## config.mk

```make
export PLATFORM = sky130hd
export DESIGN_NAME = hazard_tracker
export DESIGN_NICKNAME = d
export VERILOG_FILES = /design/src/rtl/hazard_pkg.sv /design/src/rtl/reg_match.sv /design/src/rtl/hazard_tracker.sv
export SDC_FILE = /design/constraint.sdc
export NUM_CORES = 1
export LEC_CHECK = 0
export ABC_AREA = 0
export CORE_MARGIN = 2
export CORE_UTILIZATION = 40
export DETAILED_ROUTE_END_ITERATION = 6
export GPL_TIMING_DRIVEN = 0
export PLACE_DENSITY = 0.68
export SYNTH_ARGS = -nofsm -noshare
export SYNTH_HDL_FRONTEND = slang
export SYNTH_SLANG_ARGS = --single-unit
```

## constraint.sdc

```tcl
create_clock -name clk -period 2.7 [get_ports clk]
set_clock_uncertainty 0.15 [all_clocks]
set_input_delay 0.54 -clock clk [delete_from_list [all_inputs] [get_ports clk]]
set_output_delay 0.54 -clock clk [all_outputs]
set_load 0.02 [all_outputs]
```

## src/rtl/hazard_pkg.sv

```systemverilog
// hazard_pkg: shared types and constants for the pipeline hazard tracker.
//   fwd_sel_t : operand mux select (regfile / EX result / MEM result)
//   XZR       : zero register number; never a real producer or consumer
//   REG_W     : register number width
package hazard_pkg;

    localparam int REG_W = 5;

    localparam logic [REG_W-1:0] XZR = 5'd31;

    typedef enum logic [1:0] {
        FWD_REG = 2'b00,
        FWD_EX  = 2'b01,
        FWD_MEM = 2'b10
    } fwd_sel_t;

endpackage

```

## src/rtl/reg_match.sv

```systemverilog
// reg_match: qualified register compare between a consumer source register
// and a tracked producer destination.
// Ports:
//   src  in  source register of the decode instruction
//   dst  in  destination register held in a pipeline shadow stage
//   wr   in  shadow stage will write dst
//   hit  out src is produced by that stage (never true for XZR)
module reg_match
    import hazard_pkg::*;
(
    input  logic [REG_W-1:0] src,
    input  logic [REG_W-1:0] dst,
    input  logic             wr,
    output logic             hit
);

    assign hit = wr && (src == dst) && (src != XZR);

endmodule

```

## src/rtl/hazard_tracker.sv

```systemverilog
// hazard_tracker: tracks destinations of instructions in EX and MEM and
// resolves operand hazards for the instruction in decode.
// Ports:
//   clk          in   pipeline clock
//   reset        in   asynchronous active-high clear of all tracked state
//   id_valid     in   decode slot holds a real instruction
//   id_rs1       in   first source register
//   id_rs2       in   second source register
//   id_rd        in   destination register of decode instruction
//   id_reg_write in   decode instruction writes id_rd
//   id_mem_read  in   decode instruction is a load
//   flush        in   squash decode instruction
//   fwd_a        out  operand-A select (00 regfile, 01 EX, 10 MEM)
//   fwd_b        out  operand-B select, same encoding
//   stall        out  load-use stall: hold PC and IF/ID, bubble into EX
//   stall_count  out  saturating count of stall cycles since reset
//
// Flow semantics: the decode instruction is "accepted" into EX on a rising
// edge when id_valid=1, stall=0 and flush=0; in every other cycle a bubble
// (no write, no load, rd=XZR) is captured into EX instead. The MEM shadow
// follows EX unconditionally.
module hazard_tracker
    import hazard_pkg::*;
#(
    parameter int CNT_W = 16
) (
    input  logic             clk,
    input  logic             reset,
    input  logic             id_valid,
    input  logic [4:0]       id_rs1,
    input  logic [4:0]       id_rs2,
    input  logic [4:0]       id_rd,
    input  logic             id_reg_write,
    input  logic             id_mem_read,
    input  logic             flush,
    output logic [1:0]       fwd_a,
    output logic [1:0]       fwd_b,
    output logic             stall,
    output logic [CNT_W-1:0] stall_count
);

    localparam logic [CNT_W-1:0] CNT_MAX = '1;

    // Shadow of the instruction now in EX and in MEM.
    logic [REG_W-1:0] ex_rd;
    logic             ex_wr;
    logic             ex_ld;
    logic [REG_W-1:0] mem_rd;
    logic             mem_wr;

    logic a_ex_hit, a_mem_hit, b_ex_hit, b_mem_hit;
    fwd_sel_t sel_a, sel_b;
    logic advance;

    reg_match u_a_ex  (.src(id_rs1), .dst(ex_rd),  .wr(ex_wr),  .hit(a_ex_hit));
    reg_match u_a_mem (.src(id_rs1), .dst(mem_rd), .wr(mem_wr), .hit(a_mem_hit));
    reg_match u_b_ex  (.src(id_rs2), .dst(ex_rd),  .wr(ex_wr),  .hit(b_ex_hit));
    reg_match u_b_mem (.src(id_rs2), .dst(mem_rd), .wr(mem_wr), .hit(b_mem_hit));

    // EX is checked first: the youngest producer holds the current value.
    always_comb begin
        sel_a = FWD_REG;
        sel_b = FWD_REG;
        stall = 1'b0;
        if (id_valid) begin
            if (a_ex_hit)       sel_a = FWD_EX;
            else if (a_mem_hit) sel_a = FWD_MEM;
            if (b_ex_hit)       sel_b = FWD_EX;
            else if (b_mem_hit) sel_b = FWD_MEM;
            stall = ex_ld && (a_ex_hit || b_ex_hit);
        end
    end

    assign fwd_a   = sel_a;
    assign fwd_b   = sel_b;
    assign advance = id_valid && !stall && !flush;

    always_ff @(posedge clk or posedge reset) begin
        if (reset) begin
            ex_rd  <= XZR;
            ex_wr  <= 1'b0;
            ex_ld  <= 1'b0;
            mem_rd <= XZR;
            mem_wr <= 1'b0;
        end else begin
            mem_rd <= ex_rd;
            mem_wr <= ex_wr;
            if (advance) begin
                ex_rd <= id_rd;
                ex_wr <= id_reg_write && (id_rd != XZR);
                ex_ld <= id_mem_read;
            end else begin
                ex_rd <= XZR;
                ex_wr <= 1'b0;
                ex_ld <= 1'b0;
            end
        end
    end

    always_ff @(posedge clk or posedge reset) begin
        if (reset) begin
            stall_count <= '0;
        end else if (stall && (stall_count != CNT_MAX)) begin
            stall_count <= stall_count + 1'b1;
        end
    end

endmodule

```

Yosys cells after proc, flatten, opt, wreduce, memory -nomap -nowiden
Index checks and enable logic that the tools add are counted.
W data, S select, Z words.
{ "classes": {"add_sub_neg": 1, "n_eq_ne": 8, "mux": 10, "reduce_logical": 16} }
{ "op_table": {"columns": ["operator", "count"], "rows": [
  ["$eq A5 B5 Y1", 4],
  ["$add A16 B1 Y16 const B", 1],
  ["$ne A16 B16 Y1 const B", 1],
  ["$ne A5 B5 Y1 const B", 3],
  ["$logic_and A1 B1 Y1", 13],
  ["$mux W2", 6],
  ["$mux W5", 1],
  ["$mux W1", 3],
  ["$logic_not A1 Y1", 2],
  ["$logic_or A1 B1 Y1", 1]
]} }
{ "word_totals": {"ff_bits": 29, "input_bits": 21, "out_inout_bits": 21, "wordCells": 41} }

Logic depth before layout (Yosys ltp)
Gate-level depths: netlist of run 1.
{ "logic_depth": {"word_depth": 10, "ltp_mapped": 7} }

Modules after synthesis
A second synthesis of run 1 with hierarchy kept.
{ "unflattened": {"hier_cells": 148, "hier_area_um2": 1602.8} }
{ "modules_own_cells": {"columns": ["module", "instances", "cells_per_inst", "area_per_inst_um2", "seq_area_each_um2"], "rows": [
  ["hazard_tracker", 1, 104, 1272.5, 738.2],
  ["reg_match", 4, 11, 82.6, 0.0]
]} }

Least setup slack after synthesis of run 1
No wires, ideal clock.
{ "synth_path": {"path_kind": "input to output", "startpoint": "in id_rs1[0]", "endpoint": "out fwd_a[1]", "arrival_time_ns": 1.600, "setup_slack_ns": 0.410, "stages": 4, "n_path_buf": 0, "path_cell_list": "xor2_1 a221oi_1 nand3_1 nor4_1"} }
{ "synth_between": {"elab_chain_cells": 6, "elab_cells_between_ends": 10} }
{ "synth_rtl": {"columns": ["element", "line_no", "text"], "rows": [
  ["start, declared", "hazard_tracker.sv:30", "input logic [4:0] id_rs1,"],
  ["$eq A5 B5 Y1", "reg_match.sv:17", "assign hit = wr && (src == dst) && (src != XZR);"],
  ["$logic_and A1 B1 Y1 (2 in series)", "reg_match.sv:17", null],
  ["$mux W2", "hazard_tracker.sv:67", "else if (a_mem_hit) sel_a = FWD_MEM;"],
  ["$mux W2 *", "hazard_tracker.sv:66", "if (a_ex_hit) sel_a = FWD_EX;"],
  ["$mux W2 *", "hazard_tracker.sv:65", "if (id_valid) begin"],
  ["end, declared", "hazard_tracker.sv:36", "output logic [1:0] fwd_a,"]
]} }
Mark *: on every way between the ends. The rest lies on a longest branch, timed or not.

Worst setup path after layout of run 1
{ "layout_path": {"startpoint": "reg ex_rd[0]", "endpoint": "out stall"} }
{ "layout_between": {"elab_chain_cells": 6, "elab_cells_between_ends": 9} }
{ "layout_rtl": {"columns": ["element", "line_no", "text"], "rows": [
  ["start, declared", "hazard_tracker.sv:45", "logic [REG_W-1:0] ex_rd;"],
  ["start signal, assigned", "hazard_tracker.sv:89", "ex_rd <= id_rd;"],
  ["$eq A5 B5 Y1", "reg_match.sv:17", null],
  ["$logic_and A1 B1 Y1 (2 in series)", "reg_match.sv:17", null],
  ["$logic_or A1 B1 Y1 *", "hazard_tracker.sv:70", "stall = ex_ld && (a_ex_hit || b_ex_hit);"],
  ["$logic_and A1 B1 Y1 *", "hazard_tracker.sv:70", null],
  ["$mux W1 *", "hazard_tracker.sv:65", null],
  ["end, declared", "hazard_tracker.sv:38", "output logic stall,"]
]} }
Marked as above.

==> results.md, run 1 <==
- The detailed-route DRC error count is 0.
- In this run the standard cell core region covers 3690 sq um.
- The instance count of the mapped netlist is 147.
- The number of endpoints failing setup at the final stage is 0.
- The final hold violation count is 0.
- The largest net degree at the start of global routing is 30.
- The total congestion overflow after global routing is 0.
- The sum of buffers and inverters on the critical path is 2.
- The first routing iteration left 95 violations.
- Headroom to the max-slew limit came out at 0.300.
- The final count of pins violating max slew is 0.
- The worst setup path is launched from a flip-flop.
- The clock passes through at most 2 buffers.
- The total number of vias is 1261.
- The worst hold path class is reg2reg.
- For this design the ratio of total power to cell area is 421 nW/um^2.
- Of all nets on the critical path, the largest fanout is 8.
- The run finished with clean final reports.
- The register clock-pin slew on the reported worst setup and hold paths is 0.06 ns.
- The fraction of layout cells with a size suffix above 1 is 0.184.
- The path type of the worst setup path is reg2out.
- At the pin with the least slew margin, the transition time is 1.05 ns.
- The number of global-route vias before repair is 1222.
- Of the available clock period, the critical path in the final layout requires 0.964.
- The beginning of the worst register-to-register path is stall_count[0].
- The max-cap check violation count is 0.
- The mean routed wirelength per cell is 14.1 microns.
- 0 antenna diodes ended up in the layout.
- The count of cell types in the netlist is 31.
- The total standard cell area after synthesis is 1540 sq um.
- Timing would allow up to 384 MHz.
- The cell leakage power is 0.909 nW.
- Data on the critical path arrives at its endpoint at 1.91 ns.
- For this configuration, the core starts out at a cell density of 0.417.
- For the finished layout, the period the worst path requires is 2.60 ns.
- Once layout is complete, the utilization of the core stands at 0.582.
- The sum of net half-perimeters after detailed placement is 2620 microns.
- The post-synthesis to final-layout area growth is 39.7%.
- The first global-routing pass estimated 5880 microns of wire.
- The number of standard cells in the final layout excluding fillers is 249.
- The worst path required time is 2.01 ns.
- The total number of yosys warnings is 0.
- The number of antenna violations at the first check in global routing came to 0.
- The level count of the clock H-tree is 2.
- The number of nets in the layout is 222.
- The antenna violation net count after detailed routing is 0.
- The overall fraction of global-route tracks in use is 0.185.
- The leading area contributor after synthesis is sky130_fd_sc_hd__dfrtp_1.
- The nature of the critical path endpoint is an output port.
- The net count of the mapped netlist is 169.
- The clock sink count is 29.
- The delay of the slowest critical-path stage is 0.58 ns.
- The number of placement rows is 22.
- The average instance in the mapped netlist occupies 10.5 sq um.
- The wire length after detailed routing is 3520 microns.
- The sequential cell area fraction in the yosys report is 0.480.
- The number of CTS-inserted buffers is 5.
- The die boundary height is 66.0 microns.
- The floorplan die area is 4350 sq um.
- The length of the first detailed-routing pass in iterations is 4.
- The standard cell with the maximum stage delay on the critical path is sky130_fd_sc_hd__dfstp_2.
- After synthesis, the cell types taking the most area are sky130_fd_sc_hd__dfrtp_1, sky130_fd_sc_hd__dfstp_2, sky130_fd_sc_hd__xnor2_1, sky130_fd_sc_hd__nand3_1, sky130_fd_sc_hd__xor2_1.
- Hold repair after CTS inserted 0 buffers.
- The startpoint identified for the worst hold timing path is ex_rd[3].
- The I/O pin count is 42.
- In the layout the commonest cells are sky130_fd_sc_hd__clkdlybuf4s50_1, sky130_fd_sc_hd__xnor2_1, sky130_fd_sc_hd__dfrtp_1.
- At the end of routability-driven placement, the weighted congestion stood at 0.945.
- After synthesis the netlist holds a flip-flop and latch count of 29.
- The worst path setup slack after routing is 0.0980 ns.
- The beginning of the critical path is ex_rd[0].
- The largest delay contributor family on the critical path is simple AND/OR/NAND/NOR gates.
- The floorplan step set the die width to 66.0 microns.
- The maximum ir drop on the vdd rail is 0.000230 V.
- Of the post-synthesis cell area, the dominant cell type holds 0.309.
- At the placement stage, the worst setup path has a slack of -0.677 ns.
- The tree is rooted in a sky130_fd_sc_hd__clkbuf_8.
- Walking the worst path, the cells encountered are xnor2_1 > nand4_1 > nor3_4 > or2_1 > buf_6 > and2_1 > buf_4.
- The number of port buffers is 41.
- The mean number of vias per cell is 5.06.
- The CTS tree is done.
- The clock latency reported for the late side of the worst-skew pair is 0.28 ns.
- Including well taps, the total number of placed cells is 236.
- The most common cell after layout, fill and taps aside is sky130_fd_sc_hd__clkdlybuf4s50_1.
## metrics by stage
step                      cell area (sq um)  hold slack, ns  total power, mW  setup TNS [ns]
final                                  2150           0.248            0.903               0
after global routing                   2150           0.257            0.948        -0.00714
after CTS                              2130           0.245            0.911               0
after detailed placement               2010           0.234            0.552           -2.16
after global placement                 2010           0.231            0.550           -2.00
after floorplan                        1540           0.223            0.504               0
## worst paths after layout
kind                                  endpoint  slack (ns)  cells after the start
worst min register to register       mem_rd[3]        0.25                      0
max in group asynchronous                ex_wr        1.10                      2
worst min-delay path                 mem_rd[3]        0.25                      0
min in group asynchronous       stall_count[2]        0.67                      2
worst max register to register  stall_count[1]        0.49                      6
worst max-delay path                     stall         0.1                      7
## flip-flops by register name, summed over array words and instances (netlist names)
register     cells
ex_ld            1
ex_rd            5
ex_wr            1
mem_rd           5
mem_wr           1
stall_count     16
## metal layers
metal	vias up	share of wire	GRT usage
met5	-	0	0
met4	0	0.031	0.125
met3	10	0.070	0.0460
met2	50	0.48	0.270
met1	593	0.42	0.240
li1	608	-	-
## logic make-up (layout without fill, tap and decap cells)
logic type                 after synthesis  in the layout  share of synthesized area
AOI/OAI and AO/OA                        5              5                     0.0309
xor gates and xnor gates                32             32                      0.182
adders and majority gates                1              1                    0.00814
buffers and inverters                    9             63                     0.0269
DFF                                     29             29                      0.480
muxes                                    2              2                     0.0171
and+or+nand+nor                         69             69                      0.254
## synth_stat cells (all sizes together)
cell type / count
a211o: 1
a221oi: 1
and2: 4
and3: 1
buf: 1
clkbuf: 1
dfrtp: 19
dfstp: 10
ha: 1
inv: 7
mux2: 2
nand2: 9
nand2b: 1
nand3: 14
nand4: 9
nand4b: 1
nor2: 10
nor3: 8
nor4: 5
o21ai: 2
o221ai: 1
or2: 6
or4: 1
xnor2: 25
xor2: 7
## layout make-up
type	count	area [sq um]
fillers	335	1540
well taps	48	60.1
plain buffers	2	15.0
multi-input cells	109	795
flip-flops and latches	29	738
clock buffers	8	90.1
inverters	7	26.3
repair buffers	46	422
## power breakdown
part           internal, mW  switching (mW)  total [mW]
Sequential            0.448         0.00938       0.457
Combinational        0.0460          0.0425      0.0885
Clock                 0.207           0.150       0.358
Total                 0.701           0.202       0.903
## timing repair
item | CTS | global route
buffers inserted | 3 | 2
gates resized for setup | 34 | 1
setup endpoints to repair | 5 | 1
pin swaps | 7 | 6
Note: power is estimated with default switching activity, not from simulation.
==> inputs of run 2 (changes only) <==
--- a/config.mk
+++ b/config.mk
@@ -11,6 +11,7 @@
 export DETAILED_ROUTE_END_ITERATION = 6
 export GPL_TIMING_DRIVEN = 0
 export PLACE_DENSITY = 0.68
+export SETUP_SLACK_MARGIN = 0.02
 export SYNTH_ARGS = -nofsm -noshare
 export SYNTH_HDL_FRONTEND = slang
 export SYNTH_SLANG_ARGS = --single-unit
==> results.md, run 2 (synthesis results as in run 1) <==
- The fraction of layout cells with a size suffix above 1 is 0.193 (was 0.184).
- The number of port buffers is 41 (unchanged).
- The final estimated routing congestion in global placement is 0.945 (unchanged).
- The fmax is 386 MHz (was 384 MHz).
- The critical path startpoint category was a flip-flop (unchanged).
- The number of CTS-inserted buffers is 5 (unchanged).
- The number of antenna violations at the first check in global routing is 0 (unchanged).
- The floorplan die area is 4350 sq um (unchanged).
- The horizontal die dimension is 66.0 microns (unchanged).
- Registers with the highest flip-flop counts: stall_count: 16 flops, ex_rd: 5 flops, mem_rd: 5 flops (unchanged).
- The most frequent cell on the critical path is sky130_fd_sc_hd__buf_6.
- The mean number of vias per cell is 5.01 (was 5.06).
- The die boundary height is 66.0 microns (unchanged).
- The most common cell after layout, fill and taps aside was sky130_fd_sc_hd__clkdlybuf4s50_1 (unchanged).
- The total number of vias is 1253 (was 1261).
- The wire length on met1 is 1530 microns (was 1470 microns).
- The tightest slew margin relative to the limit was 0.299 (was 0.300).
- The routed wire length on met2 is 1720 microns (was 1690 microns).
- The maximum ir drop on the vdd rail is 0.000231 V (was 0.000230 V).
- The clock tree root buffer cell is sky130_fd_sc_hd__clkbuf_8 (unchanged).
- The nature of the critical path endpoint is an output port (unchanged).
- The CTS tree was done (unchanged).
- The number of endpoints failing setup at the final stage is 0 (unchanged).
- The cell leakage power is 0.916 nW (was 0.909 nW).
- The first-iteration detailed-routing DRC count came to 112 (was 95).
- Commonest cells after routing, fill and taps aside: sky130_fd_sc_hd__clkdlybuf4s50_1, sky130_fd_sc_hd__xnor2_1, sky130_fd_sc_hd__dfrtp_1 (unchanged).
- The sum of net half-perimeters after detailed placement is 2620 microns (unchanged).
- The length of the first detailed-routing pass in iterations is 4 (unchanged).
- The overall fraction of global-route tracks in use is 0.185 (unchanged).
- The flip-flop count of the largest register after layout is 16 (unchanged).
- The delay of the slowest critical-path stage is 0.58 ns (about the same).
- The antenna violation net count after detailed routing is 0 (unchanged).
- The number of placement rows is 22 (unchanged).
- The final worst-path cycle share is 0.958 (was 0.964).
- The first-pass GRT wire length came to 5880 microns (unchanged).
- The highest routed metal layer is met4 (unchanged).
- The detailed-route DRC error count is 0 (unchanged).
- The path type of the worst setup path is reg2out (unchanged).
- The maximum buffer depth of the clock tree came to 2 (unchanged).
- The number of global-route vias before repair is 1222 (unchanged).
- The final count of pins violating max slew is 0 (unchanged).
- The wire length after detailed routing is 3540 microns (was 3520 microns).
- The standard cell with the maximum stage delay on the critical path is sky130_fd_sc_hd__dfstp_2 (unchanged).
- The largest net degree at the start of global routing is 30 (unchanged).
- Setup repair after global routing left no endpoint under its margin.
- The worst hold path class is reg2reg (unchanged).
- The final critical path time including I/O delays and setup is 2.59 ns (was 2.60 ns).
- The total congestion overflow after global routing was 0 (unchanged).
- The worst path required time was 2.01 ns (about the same).
- The register clock-pin slew on the reported worst setup and hold paths is 0.06 ns (about the same).
- The initial cell density of the core came to 0.417 (unchanged).
- The number of nets in the layout is 223 (was 222).
- The count of hold-fix buffers inserted at cts is 0 (unchanged).
- The maximum fanout encountered on the critical timing path is 7 (was 8).
- The actual transition at the worst max-transition pin is 1.05 ns (about the same).
- The post-synthesis to final-layout area growth is 40.6% (was 39.7%).
- The signal arrival time at the worst endpoint is 1.90 ns (was 1.91 ns).
- The total negative slack is 0 ns (unchanged).
- The level count of the clock H-tree is 2 (unchanged).
- The core area came to 3690 sq um (unchanged).
- The power per standard cell area is 419 nW/um^2 (was 421 nW/um^2).
- Outcome: completed (unchanged).
- The largest register by flop count was stall_count (unchanged).
- The sum of met3 wire segment lengths after detailed routing is 195 microns (was 247 microns).
- The final core area utilization is 0.585 (was 0.582).
- The final hold violation count is 0 (unchanged).
- The clock latency reported for the late side of the worst-skew pair came to 0.28 ns (about the same).
- The max-cap check violation count is 0 (unchanged).
- Cell chain of the critical path: xnor2_1 > nand4_1 > nor3_4 > or2_1 > buf_6 > and2_4 > buf_6 (was xnor2_1 > nand4_1 > nor3_4 > or2_1 > buf_6 > and2_1 > buf_4).
- The number of standard cells in the final layout excluding fillers is 250 (was 249).
- The I/O pin count is 42 (unchanged).
- The mean routed wirelength per cell is 14.2 microns (was 14.1 microns).
- The number of placed instances with taps included came to 236 (unchanged).
- The clock sink count is 29 (unchanged).
- The total power was 904 uW (was 903 uW).
- The count of inserted antenna diode cells is 0 (unchanged).
-- run 2: changes by cell type in the layout (fill, tap and decap cells not counted) --
cell and change:
sky130_fd_sc_hd__buf_6 +1, sky130_fd_sc_hd__and2_1 -1, sky130_fd_sc_hd__and2_4 +1
-- run 2: per-stage QoR --
step / area, sq um / hold WS (ns) / setup slack [ns]
final: 2160 / 0.246 / 0.112
after global routing: 2160 / 0.257 / 0.0122
after CTS: 2130 / 0.245 / 0.0452
after detailed placement: 2010 / 0.234 / -0.677
after global placement: 2010 / 0.231 / -0.655
after floorplan: 1540 / 0.223 / 0.410
-- run 2: path summary, 6_finish.rpt --
path | from | slack, ns | cells after the start | to
min in group asynchronous | reset | 0.67 | 2 | stall_count[2]
max in group asynchronous | reset | 1.09 | 2 | ex_wr
min | ex_rd[3] | 0.25 | 0 | mem_rd[3]
max reg2reg | stall_count[0] | 0.49 | 6 | stall_count[1]
max | ex_rd[0] | 0.11 | 7 | stall
min reg2reg | ex_rd[3] | 0.25 | 0 | mem_rd[3]
-- run 2: what timing repair did --
action | in CTS | in global routing
pin swaps | 7 | 6
setup buffers | 3 | 3
resized for setup | 34 | 3
endpoints found under the setup margin | 5 | 1
-- run 2: layer usage --
metal / vias to the layer above / global-route usage
li1: 611 / -
met1: 589 / 0.240
met2: 45 / 0.270
met3: 8 / 0.0460
met4: 0 / 0.125
met5: - / 0
-- run 2: cell type report --
| type | instances | area [sq um] |
|---|---|---|
| Multi-Input combinational cell | 109 | 797 |
| Inverter | 7 | 26.3 |
| Sequential cell | 29 | 738 |
| Timing Repair Buffer | 47 | 433 |
| Buffer | 2 | 15.0 |
| Clock buffer | 8 | 90.1 |
| Tap cell | 48 | 60.1 |
| Fill cell | 337 | 1530 |
-- run 2: worst max-delay path, delay by kind of cell, from the launching register on --
family | cells | cell delay (ns)
buf+inv | 2 | 0.23
simple gates | 4 | 0.69
xor+xnor | 1 | 0.13
flops | 1 | 0.58
-- run 2: power by group --
part	switching (mW)	internal, mW	total [mW]
clock network	0.151	0.207	0.358
registers	0.00931	0.448	0.457
logic	0.0427	0.0462	0.0888
